==> config.mk <==
export PLATFORM = sky130hd
export DESIGN_NAME = beam_sync_rx
export DESIGN_NICKNAME = d
export VERILOG_FILES = /design/src/rtl/beam_pkg.sv /design/src/rtl/sync_edge_det.sv /design/src/rtl/beam_sync_rx.sv
export SDC_FILE = /design/constraint.sdc
export NUM_CORES = 1
export LEC_CHECK = 0
export CORE_MARGIN = 2
export CORE_UTILIZATION = 40
export DETAILED_ROUTE_END_ITERATION = 6
export PLACE_DENSITY_LB_ADDON = 0.08
export SLEW_MARGIN = 0
export SYNTH_ARGS = -nofsm -noshare
export SYNTH_HDL_FRONTEND = slang
export SYNTH_HIERARCHICAL = 1
export SYNTH_SLANG_ARGS = --single-unit
export TNS_END_PERCENT = 30
==> constraint.sdc <==
create_clock -name PAD_C28M -period 3.6 [get_ports PAD_C28M]
set_input_delay 0.36 -clock PAD_C28M [delete_from_list [all_inputs] [get_ports PAD_C28M]]
set_output_delay 0.36 -clock PAD_C28M [all_outputs]
set_load 0.1 [all_outputs]
==> src/rtl/beam_pkg.sv <==
// beam_pkg: state encoding, frame-length constants and helpers shared by the
// beam/sync receive path.
package beam_pkg;

  // Receiver lock state; ST_ prefix keeps the names clear of the LOCKED port
  typedef enum logic [1:0] {
    ST_SEARCH  = 2'd0,
    ST_ACQUIRE = 2'd1,
    ST_LOCKED  = 2'd2
  } sync_state_t;

  // Legal frame lengths in lines
  localparam logic [9:0] NTSC_SHORT = 10'd262;
  localparam logic [9:0] NTSC_LONG  = 10'd263;
  localparam logic [9:0] PAL_SHORT  = 10'd312;
  localparam logic [9:0] PAL_LONG   = 10'd313;

  // Frames at or above this length are reported as PAL
  localparam logic [9:0] PAL_MIN_LINES = 10'd300;

  // Master clock cycles per colour clock
  localparam int CYCLES_PER_CCK = 8;

  // True when a measured frame length is one of the four broadcast lengths
  function automatic logic is_legal_frame(input logic [9:0] lines);
    return (lines == NTSC_SHORT) || (lines == NTSC_LONG) ||
           (lines == PAL_SHORT)  || (lines == PAL_LONG);
  endfunction

endpackage

==> src/rtl/sync_edge_det.sv <==
// sync_edge_det: registers an active-low sync pad once and produces a
// one-cycle strobe for each falling edge seen on the registered sample.
module sync_edge_det (
  input  logic clk,
  input  logic rst_n,
  input  logic pad,
  output logic fall
);

  logic sample;

  // Sample the pad and flag a 1 -> 0 transition between successive samples
  always_ff @(posedge clk or negedge rst_n) begin
    if (!rst_n) begin
      sample <= 1'b1;
      fall   <= 1'b0;
    end else begin
      sample <= pad;
      fall   <= sample & ~pad;
    end
  end

endmodule

==> src/rtl/beam_sync_rx.sv <==
// beam_sync_rx: measures line period and frame length from the HSYNC/VSYNC
// pads, rebuilds the beam position, classifies the video standard and
// reports when the incoming timing is stable and legal.
module beam_sync_rx #(
  parameter int H_MIN      = 1800,
  parameter int H_MAX      = 1830,
  parameter int LOCK_COUNT = 4
) (
  input  logic        PAD_C28M,
  input  logic        PAD_NRST,
  input  logic        PAD_HSYNC,
  input  logic        PAD_VSYNC,
  output logic [11:0] HPOS,
  output logic [9:0]  VPOS,
  output logic [11:0] H_PERIOD,
  output logic [9:0]  V_LINES,
  output logic        LOCKED,
  output logic        PAL_DET,
  output logic        INTERLACE,
  output logic        ERR_PULSE
);

  import beam_pkg::*;

  localparam logic [12:0] H_MIN_CYC   = 13'(H_MIN);
  localparam logic [12:0] H_MAX_CYC   = 13'(H_MAX);
  localparam logic [4:0]  LOCK_TARGET = 5'(LOCK_COUNT);

  logic        hfall;
  logic        vfall;
  logic        hpos_sat;
  logic        vpos_sat;
  logic [12:0] hpos_inc;
  logic        line_bad;
  logic        frame_bad;
  logic        frame_bad_now;
  logic [10:0] vlines_sum;
  logic [9:0]  vlines_new;
  logic [9:0]  prev_lines;
  logic        lines_differ_by_one;
  logic        frame_valid;
  logic [3:0]  good_cnt;
  logic [4:0]  good_next;
  sync_state_t state;

  sync_edge_det u_hsync_det (
    .clk   (PAD_C28M),
    .rst_n (PAD_NRST),
    .pad   (PAD_HSYNC),
    .fall  (hfall)
  );

  sync_edge_det u_vsync_det (
    .clk   (PAD_C28M),
    .rst_n (PAD_NRST),
    .pad   (PAD_VSYNC),
    .fall  (vfall)
  );

  // A line closing on this HSYNC fall is judged on its length; a coincident
  // HSYNC fall belongs to the frame that the VSYNC fall is closing.
  assign hpos_sat      = (HPOS == 12'hFFF);
  assign vpos_sat      = (VPOS == 10'h3FF);
  assign hpos_inc      = {1'b0, HPOS} + 13'd1;
  assign line_bad      = hpos_sat || (hpos_inc < H_MIN_CYC) || (hpos_inc > H_MAX_CYC);
  assign frame_bad_now = frame_bad | (hfall & line_bad);
  assign vlines_sum    = {1'b0, VPOS} + {10'd0, hfall};
  assign vlines_new    = vlines_sum[10] ? 10'h3FF : vlines_sum[9:0];
  assign frame_valid   = !frame_bad_now && is_legal_frame(vlines_new);
  assign lines_differ_by_one = ({1'b0, vlines_new} == {1'b0, prev_lines} + 11'd1) ||
                               ({1'b0, prev_lines} == {1'b0, vlines_new} + 11'd1);
  assign good_next     = {1'b0, good_cnt} + 5'd1;

  // Beam position counters, line/frame measurements and the sticky bad-line flag
  always_ff @(posedge PAD_C28M or negedge PAD_NRST) begin
    if (!PAD_NRST) begin
      HPOS       <= 12'd0;
      VPOS       <= 10'd0;
      H_PERIOD   <= 12'd0;
      V_LINES    <= 10'd0;
      prev_lines <= 10'd0;
      frame_bad  <= 1'b0;
    end else begin
      if (hfall) begin
        HPOS     <= 12'd0;
        H_PERIOD <= hpos_inc[12] ? 12'hFFF : hpos_inc[11:0];
      end else if (!hpos_sat) begin
        HPOS <= HPOS + 12'd1;
      end

      if (vfall) begin
        VPOS <= 10'd0;
      end else if (hfall && !vpos_sat) begin
        VPOS <= VPOS + 10'd1;
      end

      if (vfall) begin
        V_LINES    <= vlines_new;
        prev_lines <= vlines_new;
        frame_bad  <= 1'b0;
      end else if (hfall && line_bad) begin
        frame_bad <= 1'b1;
      end
    end
  end

  // Lock state machine, stepped at each frame end, with registered status outputs
  always_ff @(posedge PAD_C28M or negedge PAD_NRST) begin
    if (!PAD_NRST) begin
      state     <= ST_SEARCH;
      good_cnt  <= 4'd0;
      LOCKED    <= 1'b0;
      PAL_DET   <= 1'b0;
      INTERLACE <= 1'b0;
      ERR_PULSE <= 1'b0;
    end else begin
      ERR_PULSE <= 1'b0;
      case (state)
        ST_SEARCH: begin
          if (vfall) begin
            state    <= ST_ACQUIRE;
            good_cnt <= 4'd0;
          end
        end
        ST_ACQUIRE: begin
          if (vfall) begin
            if (frame_valid) begin
              INTERLACE <= lines_differ_by_one;
              if (good_next >= LOCK_TARGET) begin
                state    <= ST_LOCKED;
                LOCKED   <= 1'b1;
                PAL_DET  <= (vlines_new >= PAL_MIN_LINES);
                good_cnt <= 4'd0;
              end else begin
                good_cnt <= good_next[3:0];
              end
            end else begin
              good_cnt  <= 4'd0;
              ERR_PULSE <= 1'b1;
            end
          end
        end
        ST_LOCKED: begin
          if ((vfall && !frame_valid) || (!vfall && vpos_sat)) begin
            state     <= ST_SEARCH;
            LOCKED    <= 1'b0;
            PAL_DET   <= 1'b0;
            INTERLACE <= 1'b0;
            ERR_PULSE <= 1'b1;
          end else if (vfall) begin
            INTERLACE <= lines_differ_by_one;
          end
        end
        default: begin
          state  <= ST_SEARCH;
          LOCKED <= 1'b0;
        end
      endcase
    end
  end

endmodule

**Word level (Yosys, flattened, before mapping)**

Index checks and enable logic that the tools add are counted.

- Register bits: 59
- Bits of input ports: 4
- Output and inout bits: 48
- Logic and storage cells: 113

- $add $sub $neg: 7
- Magnitude comparators: 4
- Equality and inequality tests: 17
- Mux-type cells: 37
- Bitwise operators: 7
- Reductions and logical operators: 26

Operators by type and width:

| kind | count |
|---|---|
| equality test 10 x 9 -> 1 bit (second input constant) | 4 |
| 2-to-1 mux 12 bit | 3 |
| 2-to-1 mux 10 bit | 3 |
| adder 10 x 1 -> 11 bit (second input constant) | 2 |
| equality test 10 x 11 -> 1 bit | 2 |
| 2-to-1 mux 1 bit | 16 |
| 2-to-1 mux 4 bit | 4 |
| AND reduction 5 bit | 3 |
| adder 12 x 1 -> 13 bit (second input constant) | 1 |
| greater-than comparator 13 x 11 -> 1 bit (second input constant) | 1 |
| less-than comparator 13 x 11 -> 1 bit (second input constant) | 1 |
| adder 12 x 1 -> 12 bit (second input constant) | 1 |
| equality test 12 bit (second input constant) | 1 |
| adder 10 x 1 -> 11 bit | 1 |
| adder 10 x 1 -> 10 bit (second input constant) | 1 |
| equality test 10 bit (second input constant) | 1 |
| >= comparator 10 x 9 -> 1 bit (second input constant) | 1 |
| 2-to-1 mux 2 bit | 5 |
| case mux 4 bit (2 select lines) | 1 |
| nonzero test 2 bit | 4 |
| logical OR 1 bit | 7 |
| inequality test 2 x 1 -> 1 bit (second input constant) | 3 |
| inequality test 2 bit (second input constant) | 3 |
| case mux 1 bit (2 select lines) | 3 |
| 15 further kinds | 26 |

**Logic depth before layout (Yosys ltp)**

- Word-level depth: 13
- Mapped depth: 15
- Mapped depth without buffers: 14

**Cells and area by module**

Netlist, hierarchy kept.

Modules (own cells, without submodules):

| module | times used | cells each | area each (um2) | sequential area each (um2) |
|---|---|---|---|---|
| beam_sync_rx | 1 | 445 | 3,802.4 | 1,376.3 |
| sync_edge_det | 2 | 3 | 65.1 | 51.3 |

**Worst setup path after synthesis**

No wires, ideal clock.

- Kind: flip-flop to flip-flop
- Start point: register VPOS[0]
- End point: register PAL_DET
- Setup time: 0.124 ns
- Data arrival time: 4.142 ns
- Required time: 3.476 ns
- Setup slack: -0.666 ns
- Stages on the path, launching flop included: 16
- Buffers on the path: 1
- Period minus slack after synthesis: 4.266 ns
- Path through: dfrtp_1 -> ha_1 -> ha_1 -> clkbuf_1 -> nand4_1 -> nor3_1 -> nor2_1 -> inv_1 -> ha_1 -> nor2_1 -> nor3_1 -> nand3b_1 -> o31a_1 -> or4b_4 -> o311a_1 -> a211o_1

- Word-level cells in the longest chain between the ends: 12
- Elaborated cells between the ends (all ways): 23
- Those cells by class: 1 x add/sub; 1 x order compare; 7 x eq/ne; 5 x mux; 9 x reduce/logical

RTL lines:

| element | line | source |
|---|---|---|
| start, declared | beam_sync_rx.sv:14 | `output logic [9:0] VPOS,` |
| start signal, assigned | beam_sync_rx.sv:94 | `VPOS <= VPOS + 10'd1;` |
| adder 10 x 1 -> 11 bit (*) | beam_sync_rx.sv:67 | `assign vlines_sum = {1'b0, VPOS} + {10'd0, hfall};` |
| 2-to-1 mux 10 bit (*) | beam_sync_rx.sv:68 | `assign vlines_new = vlines_sum[10] ? 10'h3FF : vlines_sum[9:0];` |
| named net vlines_new[0] | beam_sync_rx.sv:38 | `logic [9:0] vlines_new;` |
| parallel branches: the longest is 10 deep, another holds >= comparator 10 x 9 -> 1 bit | n/a |  |
| end signal, assigned | beam_sync_rx.sv:132 | `PAL_DET <= (vlines_new >= PAL_MIN_LINES);` |
| end, declared | beam_sync_rx.sv:18 | `output logic PAL_DET,` |

Mark *: on every way through the listed nets, which the timed path passes. The select of a mux whose other input is x is not followed.
A chain may end at the register's enable or synchronous reset.

**Worst setup path after layout**

Ends and elaborated chain as after synthesis.

==> impl_metrics.csv <==
group,metric,value,unit
sta,fin_crit_sh,0.9312,
synthesis,synth.yosys.seq_area_share,0.3761,
floorplan,num_rows,36,
cts,clk_latency,340,ps
critical_path,crit_path_max_incr_delay,570,ps
cts,cts-root-buf,"clkbuf_8",
global_routing,grt_pass1_wl,16310,um
critical_path,reg2reg_to,"PAL_DET",
global_routing,antenna_found_initial,0,
detailed_routing,drtIter0Drc,134,
synthesis,ys.flop_type,"dfrtp_1",
critical_path,crit_required,3830,ps
sta,fin_ws,247.9,ps
critical_path,path_max_fanout,5,
floorplan,coreArea,9639,um^2
detailed_routing,drt-vias-per-instance,5.491,
synthesis,yosysTopAreaCellShare,0.3627,
placed_design,hpwl,7137,um
critical_path,r2r_slack,250,ps
floorplan,die_x,103.2,um
sta,grt_setup_unrepaired,"no",
synthesis,synth_edf_count,0,
synthesis,synth_common_cells,"nor2_1, dfrtp_1, nand2_1",
critical_path,cp-end-kind,"register",
layout,design_area,4781,um^2
sta,finalHoldViolCount,0,
detailed_routing,routed_wl,9911,um
sta,timing.hold.ws,21.29,ps
cts,clock_sinks,59,
cts,max-clock-path-buffers,2,
floorplan,die_area,10640,um^2
run,drv_cap,0,
detailed_routing,wl_per_cell,15.53,um
floorplan,pin_count,52,
critical_path,crit_arrival,3580,ps
critical_path,worstSetupPathType,"reg -> reg",
placed_design,io_buffers,51,
placed_design,gp_congestion,0.8564,
floorplan,die_y,103.2,um
synthesis,yosys_warnings,6,
detailed_routing,dr.pass1.iters,4,
detailed_routing,drcViolationCount,0,
synthesis,yosysUniqueCellTypes,71,
layout,num_antenna_cells,0,
power,finalPower,2.217,mW
sta,slew_viol_final,0,
placed_design,placed_area,4593,um^2
floorplan,initial_core_util,0.4080,
global_routing,grt_start_max_net_pins,41,
synthesis,yosysMostFrequentCell,"nor2_1",
sta,tns,0,ps
power,peakVddDrop,0.4966,mV
sta,finalClockSkew,11.42,ps
synthesis,synthTopCellsByArea,"dfrtp_1, nor2_1, xnor2_1",
critical_path,cp_slowest_cell,"or4b_4",
synthesis,postSynthCellCount,451,
cts,cts_buffers,9,
critical_path,crit_chain,"ha_2, ha_1, nand4_1, nor3_4, nor2_1, inv_1, ha_1, nor2_1, nor3_1, nand3b_1, o31a_1, or4b_4, o311a_1, a211o_1",
synthesis,ys_ff_latch,59,
cts,ctsHoldBuffers,0,
cts,path_clk_slew,70,ps
detailed_routing,vias,3503,
cts,cts_max_level,3,
layout,layout-drive-gt1-share,0.1149,
outcome,status,"complete, no violations",
layout,fillers,973,
global_routing,grt_overflow,0,
sta,worst_pin_slew,1000,ps
critical_path,start_kind,"register",
power,leakage,2.019,nW
synthesis,syn-num-nets,469,
placed_design,place_ws,168.7,ps
layout,fin_nets,518,
detailed_routing,antenna_left,0,
layout,syn_to_final_growth,21.57,%
power,pwr_density_cell,463.8,nW/um^2
synthesis,async_flop_share,1.000,
worst_hold_path,hold_path_class,"in -> async",
synthesis,synth.avg_cell_area,8.720,um^2
global_routing,grt_pass1_vias,3285,
sta,slew_headroom,0.3311,
critical_path,r2r_start,"VPOS[0]",
critical_path,r2r_cells,14,
synthesis,syn_area,3933,um^2
sta,max_freq,298.3,MHz
cts,cts_tree,"yes",
sta,setup_viol,0,
sta,fin_crit,3352,ps
global_routing,grtUsageTotal,0.1977,
synthesis,synth_area_leader_cell,"dfrtp_1",
## per-stage QoR
| step | instances | utilization |
|---|---|---|
| 3_5_place_dp | 621 | 0.4765 |
| 3_3_place_gp | 621 | 0.4765 |
| 4_1_cts | 637 | 0.4952 |
| 2_1_floorplan | 451 | - |
| 6_report | 638 | 0.4960 |
| 5_1_grt | 638 | 0.4960 |
## flip-flops by register name, indices dropped and copies added, names as in the netlist, 2 cells and up
| register | count |
|---|---|
| HPOS | 12 |
| H_PERIOD | 12 |
| VPOS | 10 |
| prev_lines | 10 |
| good_cnt | 4 |
| state | 2 |
## cell type report
cell class | count | area, um^2 | area share
tap | 133 | 166.4 | 0.03481
clock inverter | 4 | 25.02 | 0.005234
inverter | 13 | 48.80 | 0.01021
multi-input combinational | 354 | 2301 | 0.4813
timing repair buffer | 63 | 595.6 | 0.1246
sequential | 59 | 1489 | 0.3114
clock buffer | 12 | 155.1 | 0.03245
## layout by cell type (no fill, tap or decap), types with 12 or more instances in the layout
master,instances
a21oi_1,25
buf_4,12
clkdlybuf4s50_1,50
dfrtp_1,51
ha_1,13
inv_1,13
nand2_1,42
nand3_1,22
nor2_1,61
nor3_1,15
o21ai_0,13
xnor2_1,24
## timing repair
item,in CTS,in global routing
endpoints found under the setup margin,0,2
setup buffers,0,1
resized for setup,0,0
hold endpoints to repair,0,0
## routing by layer
metal	track usage	wire (um)	share of wire	vias to the layer above
li1	-	-	-	1716
met1	0.2727	4835	0.49	1703
met2	0.3092	4544	0.46	70
met3	0.03254	363	0.037	14
met4	0.08097	167	0.017	0
met5	0	0	0	-
## power breakdown
group,switching [mW],leakage (nW),internal [mW]
Clock,0.271,0.0884,0.285
Combinational,0.617,1.16,0.245
Sequential,0.0740,0.766,0.725
## how the worst max path moves through the flow
stage                       start  endpoint  cells after the start
after detailed placement  VPOS[0]   PAL_DET                     14
after floorplan           VPOS[0]   PAL_DET                     15
after CTS                 VPOS[0]   PAL_DET                     14
after global placement    VPOS[0]   PAL_DET                     14
final                     VPOS[0]   PAL_DET                     14
after global routing      VPOS[0]   PAL_DET                     14
## kinds of logic after synthesis
logic type | Yosys count | synth area share
simple gates | 195 | 0.2501
xor+xnor | 36 | 0.08368
fa+ha+maj | 14 | 0.04454
buf+inv | 38 | 0.04232
compound gates | 97 | 0.1709
flops | 59 | 0.3761
mux | 12 | 0.03245
## worst max-delay path, delay by kind of cell (launching register included)
family          cells  cell delay [ps]
compound gates      3              620
fa+ha+maj           3              620
buf+inv             1              100
flops               1              440
simple gates        7             1460
Power figures use the tool's default switching activity.
